===== src/rtl/player_motion_if.sv =====
// player_motion_if: bundles the player motion engine's tick/key/collision inputs
// and its position/scroll/status outputs.
//   master : drives vtick, htick, keycode, coll, restart, bias; observes outputs
//   slave  : the motion engine; drives ver, hor, coll_rst, map_move, map_move_vld, dead, state
interface player_motion_if #(
    parameter int unsigned ROWS   = 8,
    parameter int unsigned COLS   = 8,
    parameter int unsigned BIAS_W = 6
);
    logic              vtick;
    logic              htick;
    logic [5:0]        keycode;
    logic              coll;
    logic              restart;
    logic [BIAS_W-1:0] bias;
    logic [ROWS-1:0]   ver;
    logic [COLS-1:0]   hor;
    logic              coll_rst;
    logic [BIAS_W-1:0] map_move;
    logic              map_move_vld;
    logic              dead;
    logic [1:0]        state;

    modport master (
        output vtick, htick, keycode, coll, restart, bias,
        input  ver, hor, coll_rst, map_move, map_move_vld, dead, state
    );

    modport slave (
        input  vtick, htick, keycode, coll, restart, bias,
        output ver, hor, coll_rst, map_move, map_move_vld, dead, state
    );
endinterface


===== src/rtl/player_motion.sv =====
// player_motion: single-clock doodle-jump player mover. Tracks one-hot vertical
// and horizontal positions, runs the FALL/RISE/DEAD jump state machine and
// requests a map scroll on every platform landing.
// Ports:
//   clk   - system clock
//   reset - asynchronous, active-high
//   bus   - player_motion_if.slave (ticks, keys, collision, bias in;
//           ver/hor position, coll_rst, map_move(+vld), dead, state out)
module player_motion #(
    parameter int unsigned ROWS      = 8,
    parameter int unsigned COLS      = 8,
    parameter int unsigned JUMP_H    = 3,
    parameter int unsigned START_ROW = 1,
    parameter int unsigned BIAS_W    = 6,
    parameter bit          WRAP      = 1'b1
) (
    input  logic            clk,
    input  logic            reset,
    player_motion_if.slave  bus
);

    localparam int unsigned IDX_W = (ROWS > 1) ? $clog2(ROWS) : 1;
    localparam int unsigned CNT_W = $clog2(JUMP_H + 1);

    localparam logic [ROWS-1:0]   VER_RST = ROWS'(1) << START_ROW;
    localparam logic [COLS-1:0]   HOR_RST = COLS'(1) << (COLS / 2);
    localparam logic [BIAS_W-1:0] MM_RST  = BIAS_W'(ROWS);
    localparam logic [BIAS_W-1:0] MM_BOT  = BIAS_W'(ROWS - 1);
    localparam logic [CNT_W-1:0]  JUMP_C  = CNT_W'(JUMP_H);

    typedef enum logic [1:0] {
        FALL = 2'b00,
        RISE = 2'b01,
        DEAD = 2'b10
    } state_t;

    state_t            state_q, state_d;
    logic [CNT_W-1:0]  count_q, count_d;
    logic [ROWS-1:0]   ver_q, ver_d;
    logic [COLS-1:0]   hor_q, hor_d;
    logic [BIAS_W-1:0] mm_q, mm_d;
    logic              crst_q, crst_d;
    logic              vld_q, vld_d;
    logic              dead_q, dead_d;

    logic [IDX_W-1:0]  row_idx;
    logic [ROWS-1:0]   ver_up;
    logic [ROWS-1:0]   ver_down;
    logic [COLS-1:0]   hor_left;
    logic [COLS-1:0]   hor_right;
    logic [BIAS_W-1:0] mm_land;
    logic              key_left;
    logic              key_right;
    logic              unused_keys;

    // Only keycode[2:1] carry direction information.
    assign key_left    = ~bus.keycode[1] & bus.keycode[2];
    assign key_right   =  bus.keycode[1] & bus.keycode[2];
    assign unused_keys = ^{bus.keycode[5:3], bus.keycode[0]};

    // Row index of the one-hot vertical position.
    always_comb begin
        row_idx = '0;
        for (int unsigned i = 0; i < ROWS; i++) begin
            if (ver_q[i]) begin
                row_idx = IDX_W'(i);
            end
        end
    end

    // Up saturates at the top row; down off the bottom row leaves ver empty.
    assign ver_up   = ver_q[0] ? ver_q : (ver_q >> 1);
    assign ver_down = ver_q << 1;

    // Rotation covers both the interior shift and the wrap case; saturation blocks the edge.
    assign hor_left  = (!WRAP && hor_q[COLS-1]) ? hor_q : {hor_q[COLS-2:0], hor_q[COLS-1]};
    assign hor_right = (!WRAP && hor_q[0])      ? hor_q : {hor_q[0], hor_q[COLS-1:1]};

    // Scroll amount is the landing height above the bottom row, offset by the map bias.
    assign mm_land = bus.bias + (MM_BOT - BIAS_W'(row_idx));

    // State and output registers.
    always_ff @(posedge clk or posedge reset) begin
        if (reset) begin
            state_q <= FALL;
            count_q <= '0;
            ver_q   <= VER_RST;
            hor_q   <= HOR_RST;
            mm_q    <= MM_RST;
            crst_q  <= 1'b0;
            vld_q   <= 1'b0;
            dead_q  <= 1'b0;
        end else begin
            state_q <= state_d;
            count_q <= count_d;
            ver_q   <= ver_d;
            hor_q   <= hor_d;
            mm_q    <= mm_d;
            crst_q  <= crst_d;
            vld_q   <= vld_d;
            dead_q  <= dead_d;
        end
    end

    // Next-state and next-output logic.
    always_comb begin
        state_d = state_q;
        count_d = count_q;
        ver_d   = ver_q;
        hor_d   = hor_q;
        mm_d    = mm_q;
        crst_d  = 1'b0;
        vld_d   = 1'b0;
        dead_d  = dead_q;

        case (state_q)
            FALL: begin
                if (bus.vtick) begin
                    if (bus.coll) begin
                        mm_d    = mm_land;
                        vld_d   = 1'b1;
                        crst_d  = 1'b1;
                        ver_d   = ver_up;
                        count_d = CNT_W'(1);
                        state_d = RISE;
                    end else begin
                        ver_d = ver_down;
                        if (ver_q[ROWS-1]) begin
                            state_d = DEAD;
                            mm_d    = '0;
                            dead_d  = 1'b1;
                        end
                    end
                end
            end
            RISE: begin
                // Collisions are ignored while climbing.
                if (bus.vtick) begin
                    if (count_q < JUMP_C) begin
                        ver_d   = ver_up;
                        count_d = count_q + CNT_W'(1);
                    end else begin
                        ver_d   = ver_down;
                        state_d = FALL;
                    end
                end
            end
            DEAD: begin
                if (bus.restart) begin
                    state_d = FALL;
                    count_d = '0;
                    ver_d   = VER_RST;
                    hor_d   = HOR_RST;
                    mm_d    = MM_RST;
                    dead_d  = 1'b0;
                end
            end
            default: begin
                state_d = FALL;
            end
        endcase

        // Horizontal axis is independent of the vertical step in the same cycle.
        if (state_q != DEAD && bus.htick) begin
            if (key_left) begin
                hor_d = hor_left;
            end else if (key_right) begin
                hor_d = hor_right;
            end
        end
    end

    assign bus.ver          = ver_q;
    assign bus.hor          = hor_q;
    assign bus.coll_rst     = crst_q;
    assign bus.map_move     = mm_q;
    assign bus.map_move_vld = vld_q;
    assign bus.dead         = dead_q;
    assign bus.state        = state_q;

endmodule

===== src/flat_wrapper.sv =====
// flat-port wrapper written by rule: the top's interface ports become plain ports
module player_motion_flat 
#(
    parameter int unsigned ROWS      = 8,
    parameter int unsigned COLS      = 8,
    parameter int unsigned JUMP_H    = 3,
    parameter int unsigned START_ROW = 1,
    parameter int unsigned BIAS_W    = 6,
    parameter bit          WRAP      = 1'b1
)
  (clk, reset, bus_vtick, bus_htick, bus_keycode, bus_coll, bus_restart, bus_bias, bus_ver, bus_hor, bus_coll_rst, bus_map_move, bus_map_move_vld, bus_dead, bus_state);
  player_motion_if #(.ROWS(ROWS), .COLS(COLS), .BIAS_W(BIAS_W)) bus_i ();
  input  logic clk;
  input  logic reset;
  input wire logic [$bits(bus_i.vtick)-1:0] bus_vtick;
  input wire logic [$bits(bus_i.htick)-1:0] bus_htick;
  input wire logic [$bits(bus_i.keycode)-1:0] bus_keycode;
  input wire logic [$bits(bus_i.coll)-1:0] bus_coll;
  input wire logic [$bits(bus_i.restart)-1:0] bus_restart;
  input wire logic [$bits(bus_i.bias)-1:0] bus_bias;
  output wire logic [$bits(bus_i.ver)-1:0] bus_ver;
  output wire logic [$bits(bus_i.hor)-1:0] bus_hor;
  output wire logic [$bits(bus_i.coll_rst)-1:0] bus_coll_rst;
  output wire logic [$bits(bus_i.map_move)-1:0] bus_map_move;
  output wire logic [$bits(bus_i.map_move_vld)-1:0] bus_map_move_vld;
  output wire logic [$bits(bus_i.dead)-1:0] bus_dead;
  output wire logic [$bits(bus_i.state)-1:0] bus_state;
  assign bus_i.vtick = bus_vtick;
  assign bus_i.htick = bus_htick;
  assign bus_i.keycode = bus_keycode;
  assign bus_i.coll = bus_coll;
  assign bus_i.restart = bus_restart;
  assign bus_i.bias = bus_bias;
  assign bus_ver = bus_i.ver;
  assign bus_hor = bus_i.hor;
  assign bus_coll_rst = bus_i.coll_rst;
  assign bus_map_move = bus_i.map_move;
  assign bus_map_move_vld = bus_i.map_move_vld;
  assign bus_dead = bus_i.dead;
  assign bus_state = bus_i.state;
  player_motion #(.ROWS(ROWS), .COLS(COLS), .JUMP_H(JUMP_H), .START_ROW(START_ROW), .BIAS_W(BIAS_W), .WRAP(WRAP)) u_core (.clk(clk), .reset(reset), .bus(bus_i));
endmodule

===== config.mk =====
export PLATFORM = sky130hd
export DESIGN_NAME = player_motion_flat
export DESIGN_NICKNAME = d
export VERILOG_FILES = /design/src/rtl/player_motion_if.sv /design/src/rtl/player_motion.sv /design/src/flat_wrapper.sv
export SDC_FILE = /design/constraint.sdc
export NUM_CORES = 1
export LEC_CHECK = 0
export CORE_MARGIN = 4
export CORE_UTILIZATION = 30
export CTS_CLUSTER_DIAMETER = 80
export DETAILED_ROUTE_END_ITERATION = 8
export PLACE_DENSITY = 0.53
export SLEW_MARGIN = 20
export SYNTH_ARGS = -nofsm -noshare
export SYNTH_HDL_FRONTEND = slang
export SYNTH_SLANG_ARGS = --single-unit

===== constraint.sdc =====
create_clock -name clk -period 3.43 [get_ports clk]
set_input_delay 0.686 -clock clk [delete_from_list [all_inputs] [get_ports clk]]
set_output_delay 0.686 -clock clk [all_outputs]
set_load 0.02 [all_outputs]

==> results.txt, run 1 <==
final total power: 0.001275 W
Hold Path Cell Cnt: 2
post-route DRC violation count: 0
CP Max Fanout: 11
Leak: 0.8916 nW
register area share after synthesis: 42.72%
reg2reg path depth: 9
Layout Nets: 225
placed standard-cell area: 2107 um2
relative slew slack: 62.67%
Async S/R FF share, synth: 100.0%
share of post-route cells with drive strength above 1: 6.091%
Vias: 1,352
Worst-path clk slew: 0.09 ns
Crit path largest cell delay: 0.68 ns
total routing usage reported by global routing: 12.08%
CTS max path bufs: 2
Ports: 45
Root Buffer: clkbuf_8
Die W: 82.14 um
worst-margin pin slew: 0.5561 ns
status: finished clean
Final setup viols: 0
Critical Path RT: 2.74 ns
Starting Density: 31.68%
commonest non-fill, non-tap cell in the layout: clkdlybuf4s50_1
Finished Cell Area: 2152 um2
GP Congestion: 0.8479
Worst Path Buf+Inv: 1
Area Growth Syn to Fin: 30.50%
Hold Path Class: reg2reg
Total Wirelength: 3813 um
initial antenna violation count: 0
first-pass GRT wire length: 6334 um
Setup TNS Final: 0 ns
H-tree levels: 1
Post-CTS Setup Repair Bufs: 0
GRT overflow: 0
fin crit period: 2.216 ns
Ant. Diodes: 0
Worst R2R Start: u_core.bus.ver[1]
EDFF count, synth: 0
Worst-Skew Late Latency: 0.27 ns
R2R Setup Slk: 1.27 ns
Post-DP HPWL: 2898 um
Syn Std Cell Area: 1649 um2
post-route ant nets: 0
Distinct cells, synth: 45
Syn Area/Cell: 10.37 um2
area occupied by multi-input gates: 865.8 um2
port bufs: 40
clk sink count: 28
yosys warns: 0
wire length per cell: 14.28 um
RR Endpoint: u_core.bus.map_move[4]
DR pass1 iterations: 4
post-DR vias/cell: 5.064
vias in the first global route: 1,372
Slowest-stage cell, CP: clkdlybuf4s50_1
Max VDD drop: 0.3601 mV
CTS hold repair buffers: 0
unrepaired setup endpoints after global routing: false
Final Hold Fails: 0
Max Fclk: 451.2 MHz
flops & latches, synth: 28
filler instances: 531
Pwr Density: 592.6 nW/um2
Crit Path Class: reg2out
CP delay by family, top: buffers and inverters
# resized after CTS: 0
TritonCTS clock tree: yes
fin crit share: 64.62%
crit-path cells: clkdlybuf4s50_1
crit end category: output pin
Register Area: 704.4 um2
initial DRC count: 44
Die ar.: 6747 um2
Pins Over Slew Limit: 0
worst hold endpoint: u_core.bus.map_move[2]
syn_nets: 186
maxcap violations: 0
Syn Inst Count: 159
most frequent cells in the layout: clkdlybuf4s50_1 (40), dfrtp_1 (25), inv_1 (11), a21oi_1 (10), o2bb2ai_1 (9)
largest net degree at the start of global routing: 29
Critical Path AT: 1.53 ns
Core Box Area: 5205 um2
die height: 82.14 um
Num CTS Buffers: 3
Worst Setup Start Kind: flop
# rows: 26
top_reg_cell synth: dfrtp_1
Worst Skew: 0.003084 ns
hold_sp: u_core.bus.map_move[2]
==> per-stage QoR <==
stage / worst slack (ns) / util (%) / hold WS (ns) / instances
floorplan: 1.366 / - / 0.4892 / 159
global placement: 1.018 / 40.48 / 0.4876 / 263
detailed placement: 0.9977 / 40.48 / 0.4934 / 263
CTS: 1.208 / 41.35 / 0.5180 / 267
global route: 1.136 / 41.35 / 0.5258 / 267
finish: 1.214 / 41.35 / 0.5045 / 267
==> flip-flops by register name (all words and copies together) (netlist names) <==
signal / cells
u_core.bus.state: 2
u_core.bus.ver: 8
u_core.bus.map_move: 6
u_core.bus.map_move_vld: 1
u_core.bus.dead: 1
u_core.bus.hor: 8
u_core.count_q: 2
==> synthesized netlist by cell type (2+ instances only) <==
| library cell | instances | area, um2 |
|---|---|---|
| a221o_1 | 5 | 50.05 |
| dfrtp_1 | 25 | 625.6 |
| nand2_1 | 7 | 26.28 |
| a21oi_1 | 10 | 50.05 |
| nor2_1 | 5 | 18.77 |
| nand2b_1 | 4 | 25.02 |
| a21o_1 | 3 | 22.52 |
| and3_1 | 2 | 12.51 |
| mux2i_1 | 8 | 80.08 |
| o2bb2ai_1 | 9 | 78.83 |
| nor3_1 | 6 | 30.03 |
| buf_2 | 6 | 30.03 |
| a22o_1 | 6 | 52.55 |
| dfstp_2 | 3 | 78.83 |
| ha_1 | 8 | 100.1 |
| inv_1 | 11 | 41.29 |
| o21ai_0 | 4 | 20.02 |
| nand3_1 | 4 | 20.02 |
| nor2b_1 | 2 | 12.51 |
| xnor2_1 | 2 | 17.52 |
| nand3b_1 | 2 | 15.01 |
| a31oi_1 | 2 | 12.51 |
| nor4_1 | 3 | 18.77 |
==> cell families after synthesis <==
| family | count (synthesis) | share of synthesized area (%) |
|---|---|---|
| compound gates | 52 | 24.05 |
| buf+inv | 18 | 4.780 |
| fa+ha+maj | 9 | 7.284 |
| xor+xnor | 3 | 1.594 |
| simple gates | 40 | 13.35 |
| flops | 28 | 42.72 |
| mux | 9 | 6.222 |
==> worst max path at each step <==
stage	startpoint	cells past startpoint	endpoint
4_1_cts	u_core.bus.ver[7]	1	bus_ver[7]
3_5_place_dp	bus_restart	5	u_core.bus.ver[5]
3_3_place_gp	bus_restart	5	u_core.bus.ver[3]
5_1_grt	u_core.bus.state[0]	6	u_core.bus.ver[5]
6_report	u_core.bus.ver[7]	1	bus_ver[7]
2_1_floorplan	u_core.bus.ver[1]	9	u_core.bus.map_move[4]
==> area by class of cell <==
type,count,area share [%]
clock buffers,4,2.093
inverters,11,1.919
multi-input cells,113,40.23
flip-flops and latches,28,32.73
well taps,70,4.070
repair buffers,41,18.95
==> metal layers <==
| layer | share of wire (%) | track usage, % |
|---|---|---|
| met1 | 45 | 14.73 |
| met2 | 49 | 21.41 |
| met3 | 4.8 | 3.471 |
| met4 | 0.63 | 1.993 |
| met5 | 0 | 0 |
==> worst reg2reg max path: cells and delay by family, from the launching register on <==
| family | cells | cell delay, ns |
|---|---|---|
| AO/OA/AOI/OAI | 5 | 0.72 |
| adder cells (fa/ha/maj) | 2 | 0.63 |
| flip-flops | 1 | 0.58 |
| AND/OR/NAND/NOR | 1 | 0.07 |
| XOR/XNOR | 1 | 0.06 |
==> power breakdown <==
group          internal [W]  leakage [nW]  switching (W)  total, W
logic              0.000289         0.507       0.000321  0.000610
registers          0.000417         0.362      0.0000676  0.000484
clock network     0.0000832        0.0228      0.0000978  0.000181
Note: power is estimated with default switching activity, not from simulation.
==> inputs of run 2 (changes only) <==
--- a/config.mk
+++ b/config.mk
@@ -9,7 +9,7 @@
 export CORE_UTILIZATION = 30
 export CTS_CLUSTER_DIAMETER = 80
 export DETAILED_ROUTE_END_ITERATION = 8
-export PLACE_DENSITY = 0.53
+export PLACE_DENSITY = 0.55
 export SLEW_MARGIN = 20
 export SYNTH_ARGS = -nofsm -noshare
 export SYNTH_HDL_FRONTEND = slang
==> constraint.sdc (replaced) <==
create_clock -name clk -period 1.96 [get_ports clk]
set_input_delay 0.392 -clock clk [delete_from_list [all_inputs] [get_ports clk]]
set_output_delay 0.392 -clock clk [all_outputs]
set_load 0.02 [all_outputs]
==> run 2 against run 1 <==
Final cell count is 7.9% higher. Sequential power is 75% higher. Critical path depth is 7 higher. Non-clock buffer count is 21 higher. Largest power group unchanged. Setup slack worse by 1.2 ns. Flip-flop and latch count stayed put. Sequential share of layout area is 2.6 points lower. Clock power is 83% higher. Global-route usage is 0.46 points higher. Core utilization is 3.7 points higher. Clock skew is 0.0042 ns higher. Final area is 9.0% higher. Largest cell class unchanged.
==> results.txt, run 2 (synthesis results as in run 1) <==
Ports: 45 (unchanged)
Cell Int Power: 0.001453 W (+84%)
filler instances: 509 (-4.1%)
Finished Cell Area: 2345 um2 (+9.0%)
Worst-path clk slew: 0.10 ns (about the same)
Starting Density: 31.68% (unchanged)
total routing usage reported by global routing: 12.54% (+0.46 points)
CTS max path bufs: 2 (unchanged)
Worst-Skew Late Latency: 0.28 ns (about the same)
initial DRC count: 44 (unchanged)
Logic pwr share: 49.9% (+2.1 points)
placed standard-cell area: 2255 um2 (+7.0%)
post-route DRC violation count: 0 (unchanged)
Clock Power Share: 14.0% (-0.2 points)
Hold Path Class: in2async
share of post-route cells with drive strength above 1: 19.72% (+14 points)
port bufs: 40 (unchanged)
fin crit share: 99.02%
Total Wirelength: 4139 um (+8.5%)
Root Buffer: clkbuf_8
Vias: 1,482 (+9.6%)
placed cells: 282 (+7.2%)
TritonCTS clock tree: yes
Pins Over Slew Limit: 0 (unchanged)
Core Box Area: 5205 um2 (unchanged)
Pwr Density: 1005 nW/um2 (+70%)
Crit Path Class: reg2reg
Die ar.: 6747 um2 (unchanged)
GRT overflow: 0 (unchanged)
unrepaired setup endpoints after global routing: true
Post-DP HPWL: 3184 um (+9.9%)
Crit path largest cell delay: 0.55 ns (-0.13 ns)
first-pass GRT wire length: 6658 um (+5.1%)
initial antenna violation count: 0 (unchanged)
Slowest-stage cell, CP: dfstp_2
Worst Skew: 0.007267 ns (+0.004183 ns)
status: finished clean
Die W: 82.14 um (unchanged)
sw frac: 38.33% (+0.15 points)
maxcap violations: 0 (unchanged)
commonest non-fill, non-tap cell in the layout: clkdlybuf4s50_1
vias in the first global route: 1,495 (+9.0%)
Levels on crit path: 8 (+7)
Final setup viols: 0 (unchanged)
Ant. Diodes: 0 (unchanged)
die height: 82.14 um (unchanged)
NetSw: 0.0009029 W (+85%)
CP Max Fanout: 2 (-9)
Worst Setup Start Kind: flop
sequential fraction of design power: 36.0% (-2.0 points)
wire length per cell: 14.37 um (+0.63%)
final cell count without fillers: 288 (+7.9%)
# rows: 26 (unchanged)
Critical Path AT: 2.11 ns (+0.58 ns)
Max VDD drop: 0.4045 mV (+12%)
post-route ant nets: 0 (unchanged)
CP Launch Point: u_core.bus.ver[1]
Final Hold Fails: 0 (unchanged)
Num CTS Buffers: 3 (unchanged)
CP delay by family, top: flip-flops
worst-margin pin slew: 0.3621 ns (-0.1941 ns)
Leak: 1.015 nW (+14%)
relative slew slack: 75.86% (+13 points)
Critical Path RT: 2.13 ns (-0.61 ns)
Worst Path Buf+Inv: 1 (unchanged)
Layout Nets: 246 (+9.3%)
largest net degree at the start of global routing: 29 (unchanged)
clk sink count: 28 (unchanged)
GP Congestion: 0.8439 (-0.47%)
post-DR vias/cell: 5.146 (+1.6%)
crit end category: flop
DR pass1 iterations: 4 (unchanged)
Worst R2R Start: u_core.bus.ver[1]
Max Fclk: 515.3 MHz
most frequent cells in the layout: clkdlybuf4s50_1 (39), dfrtp_1 (24), buf_4 (22), inv_1 (11), o2bb2ai_1 (9)
crit-path cells: a21oi_2, o21ai_1, a21oi_1, ha_2, fa_2, buf_4, xnor2_1, o41ai_1
reg2reg path depth: 8 (-1)
CTS hold repair buffers: 0 (unchanged)
fin crit period: 1.941 ns
H-tree levels: 1 (unchanged)
Area Growth Syn to Fin: 42.19%
## run 2: worst paths after layout
path | endpoint | slack [ns]
setup / recovery | u_core.bus.map_move[2] | 0.02
hold / removal | u_core.bus.map_move[5] | 0.49
setup reg to reg | u_core.bus.map_move[2] | 0.02
hold reg to reg | u_core.bus.map_move[2] | 0.49
max in group asynchronous | u_core.bus.hor[4] | 1.15
min in group clk | u_core.bus.map_move[2] | 0.49
## run 2: power by group through the flow
stage | Combinational [W] | Clock (W) | Sequential, W
CTS | 0.00117 | 0.000343 | 0.000850
global route | 0.00127 | 0.000373 | 0.000872
floorplan | 0.000547 | 0 | 0.000989
global placement | 0.00112 | 0 | 0.000853
finish | 0.00118 | 0.000331 | 0.000849
detailed placement | 0.00115 | 0 | 0.000862
## run 2: final cells by class
cell class | count | area, um2 | area share [%]
timing repair buffer | 62 | 568.0 | 24.23
tap | 70 | 87.58 | 3.735
inverter | 11 | 41.29 | 1.761
multi-input combinational | 113 | 897.1 | 38.26
clock buffer | 4 | 45.04 | 1.921
sequential | 28 | 705.7 | 30.10
## run 2: through the flow
step | total power [W] | setup WS (ns) | setup TNS, ns | hold WS (ns) | utilization, %
floorplan | 0.001537 | -0.002619 | -0.002619 | 0.4552 | -
global placement | 0.001972 | 0.01081 | 0 | 0.4790 | 43.32
detailed placement | 0.002009 | -0.03390 | -0.05955 | 0.4659 | 43.32
CTS | 0.002361 | 0.007476 | 0 | 0.4957 | 44.40
global route | 0.002515 | -0.08832 | -0.1636 | 0.5184 | 45.05
finish | 0.002356 | 0.01924 | 0 | 0.4875 | 45.05
## run 2: worst min-delay path, cell delays in order
cell and delay [ns]:
clkdlybuf4s50_1 0.41, inv_1 0.06, buf_4 0.33
## run 2: routing by layer
layer  part of all wire [%]  up-vias  wire (um)  global-route usage (%)
met5                      0        -          0                       0
met4                   0.75        0         31                   3.156
met3                    5.4        5        222                   2.495
met2                     49       49       2027                   21.81
met1                     45      715       1857                   15.87
li1                       -      713          -                       -
## run 2: timing repair
| action | CTS | global route |
|---|---|---|
| pin swaps | 0 | 0 |
| hold endpoints to repair | 0 | 0 |
| gates resized for setup | 1 | 8 |
| setup buffers | 1 | 1 |
| setup endpoints to repair | 4 | 10 |
==> inputs of run 3 (changes only) <==
--- a/config.mk
+++ b/config.mk
@@ -14,3 +14,4 @@
 export SYNTH_ARGS = -nofsm -noshare
 export SYNTH_HDL_FRONTEND = slang
 export SYNTH_SLANG_ARGS = --single-unit
+export TNS_END_PERCENT = 30
==> run 3 against run 2 <==
Routed wire length fell by 1.0%. Register-to-register slack barely moved. Setup slack improved by 0.0042 ns. Sequential power barely moved. Clock skew fell by 0.00052 ns. Global-route usage did not move. Critical path depth did not move. Flip-flop and latch count did not move. Highest routed layer unchanged. Power fell by 0.19%. Sequential share of layout area barely moved.
==> results.txt, run 3 (synthesis results as in run 1) <==
Critical Path AT: 2.11 ns (about the same)
initial antenna violation count: 0 (unchanged)
worst-margin pin slew: 0.3621 ns (+0.00005150 ns)
Pwr Density: 1004 nW/um2 (about the same)
Crit path largest cell delay: 0.54 ns (about the same)
Max VDD drop: 0.4039 mV (-0.14%)
post-route DRC violation count: 0 (unchanged)
Final Hold Fails: 0 (unchanged)
maxcap violations: 0 (unchanged)
wire length per cell: 14.22 um (-1.0%)
Hold Slack: 0.4875 ns (+0.00004800 ns)
Hold Path Class: reg2reg
TritonCTS clock tree: yes
Root Buffer: clkbuf_8
final setup margin: 0.02339 ns (+0.004150 ns)
Levels on crit path: 8 (unchanged)
port bufs: 40 (unchanged)
DR pass1 iterations: 4 (unchanged)
Vias: 1,465 (-1.1%)
Worst Skew: 0.006742 ns (-0.0005247 ns)
Worst Path Buf+Inv: 1 (unchanged)
most frequent cells in the layout: clkdlybuf4s50_1 (39), dfrtp_1 (24), buf_4 (22), inv_1 (11), o2bb2ai_1 (9)
Die ar.: 6747 um2 (unchanged)
GRT overflow: 0 (unchanged)
vias in the first global route: 1,495 (unchanged)
CP Max Fanout: 2 (unchanged)
GP Congestion: 0.8439 (unchanged)
H-tree levels: 1 (unchanged)
crit end category: flop
Pins Over Slew Limit: 0 (unchanged)
Slowest-stage cell, CP: dfstp_2
Total Wirelength: 4096 um (-1.0%)
CTS max path bufs: 2 (unchanged)
Placement Setup Slack: -0.03390 ns (unchanged)
share of post-route cells with drive strength above 1: 19.27% (-0.46 points)
Die W: 82.14 um (unchanged)
first-pass GRT wire length: 6658 um (unchanged)
largest net degree at the start of global routing: 29 (unchanged)
status: finished clean
die height: 82.14 um (unchanged)
fin crit share: 98.81% (-0.21 points)
Final Core Density: 44.98% (-0.072 points)
Max Fclk: 516.4 MHz (+0.21%)
Core Box Area: 5205 um2 (unchanged)
Num CTS Buffers: 3 (unchanged)
Layout Nets: 246 (unchanged)
CTS hold repair buffers: 0 (unchanged)
fin crit period: 1.937 ns (-0.004150 ns)
Leak: 1.014 nW (-0.12%)
Crit Path Class: reg2reg
Critical Path RT: 2.13 ns (about the same)
final cell count without fillers: 288 (unchanged)
Final setup viols: 0 (unchanged)
# rows: 26 (unchanged)
CP delay by family, top: flip-flops
post-route ant nets: 0 (unchanged)
Area Growth Syn to Fin: 41.96%
Ports: 45 (unchanged)
most frequent CP cell: a21oi_1
relative slew slack: 75.86% (about the same)
Post-DP HPWL: 3184 um (unchanged)
filler instances: 510 (+0.20%)
Worst-Skew Late Latency: 0.28 ns (about the same)
total routing usage reported by global routing: 12.54% (unchanged)
Worst-path clk slew: 0.10 ns (about the same)
post-DR vias/cell: 5.087 (-1.1%)
crit-path cells: a21oi_1, o21ai_1, a21oi_1, ha_2, fa_2, buf_4, xnor2_1, o41ai_1
Hold Path Cell Cnt: 2
reg2reg path depth: 8 (unchanged)
Starting Density: 31.68% (unchanged)
Ant. Diodes: 0 (unchanged)
unrepaired setup endpoints after global routing: true
commonest non-fill, non-tap cell in the layout: clkdlybuf4s50_1
initial DRC count: 50 (+14%)
clk sink count: 28 (unchanged)
placed cells: 282 (unchanged)
Worst Setup Start Kind: flop
[run 3: cell counts in the layout (fill, tap and decap cells not counted)]
No cell type changed its count.
[run 3: layer usage]
metal | track usage, % | part of all wire (%) | wire length, um | vias up
li1 | - | - | - | 712
met1 | 15.87 | 46 | 1867 | 704
met2 | 21.81 | 49 | 1999 | 43
met3 | 2.495 | 4.8 | 198 | 6
met4 | 3.156 | 0.71 | 29 | 0
met5 | 0 | 0 | 0 | -
[run 3: power breakdown]
| part | leakage (nW) | internal (W) | switching (W) |
|---|---|---|---|
| Sequential | 0.361 | 0.000731 | 0.000118 |
| Combinational | 0.630 | 0.000575 | 0.000598 |
| Clock | 0.0228 | 0.000146 | 0.000183 |
[run 3: worst register-to-register path, stage by stage, from the launching register on]
cell and delay [ns]:
dfstp_2 0.54, a21oi_1 0.06, o21ai_1 0.12, a21oi_1 0.09
ha_2 0.19, fa_2 0.34, buf_4 0.14, xnor2_1 0.11
o41ai_1 0.24
[run 3: path summary, 6_finish.rpt]
kind / startpoint / to / slack [ns]
max in group asynchronous: reset / u_core.bus.hor[4] / 1.15
hold / removal: u_core.bus.map_move[2] / u_core.bus.map_move[2] / 0.49
hold reg to reg: u_core.bus.map_move[2] / u_core.bus.map_move[2] / 0.49
setup reg to reg: u_core.bus.ver[1] / u_core.bus.map_move[2] / 0.02
setup / recovery: u_core.bus.ver[1] / u_core.bus.map_move[2] / 0.02
min in group asynchronous: reset / u_core.bus.map_move[5] / 0.50
[run 3: layout make-up]
cell class	instances	area (um2)	share of cell area [%]
repair buffers	62	568.0	24.27
flip-flops and latches	28	705.7	30.14
multi-input cells	113	893.4	38.16
clock buffers	4	45.04	1.924
inverters	11	41.29	1.764
well taps	70	87.58	3.741
[run 3: stage by stage]
step	power (W)	TNS (ns)	instance area [um2]
2_1_floorplan	0.001537	-0.002619	1654
3_3_place_gp	0.001972	0	2255
3_5_place_dp	0.002009	-0.05955	2255
4_1_cts	0.002361	0	2311
5_1_grt	0.002515	-0.1689	2341
6_report	0.002351	0	2341
[run 3: timing repair]
item / in CTS / in global routing
buffers inserted: 1 / 1
pin swaps: 0 / 0
gates resized for setup: 1 / 7
endpoints found under the setup margin: 4 / 10
endpoints found under the hold margin: 0 / 0
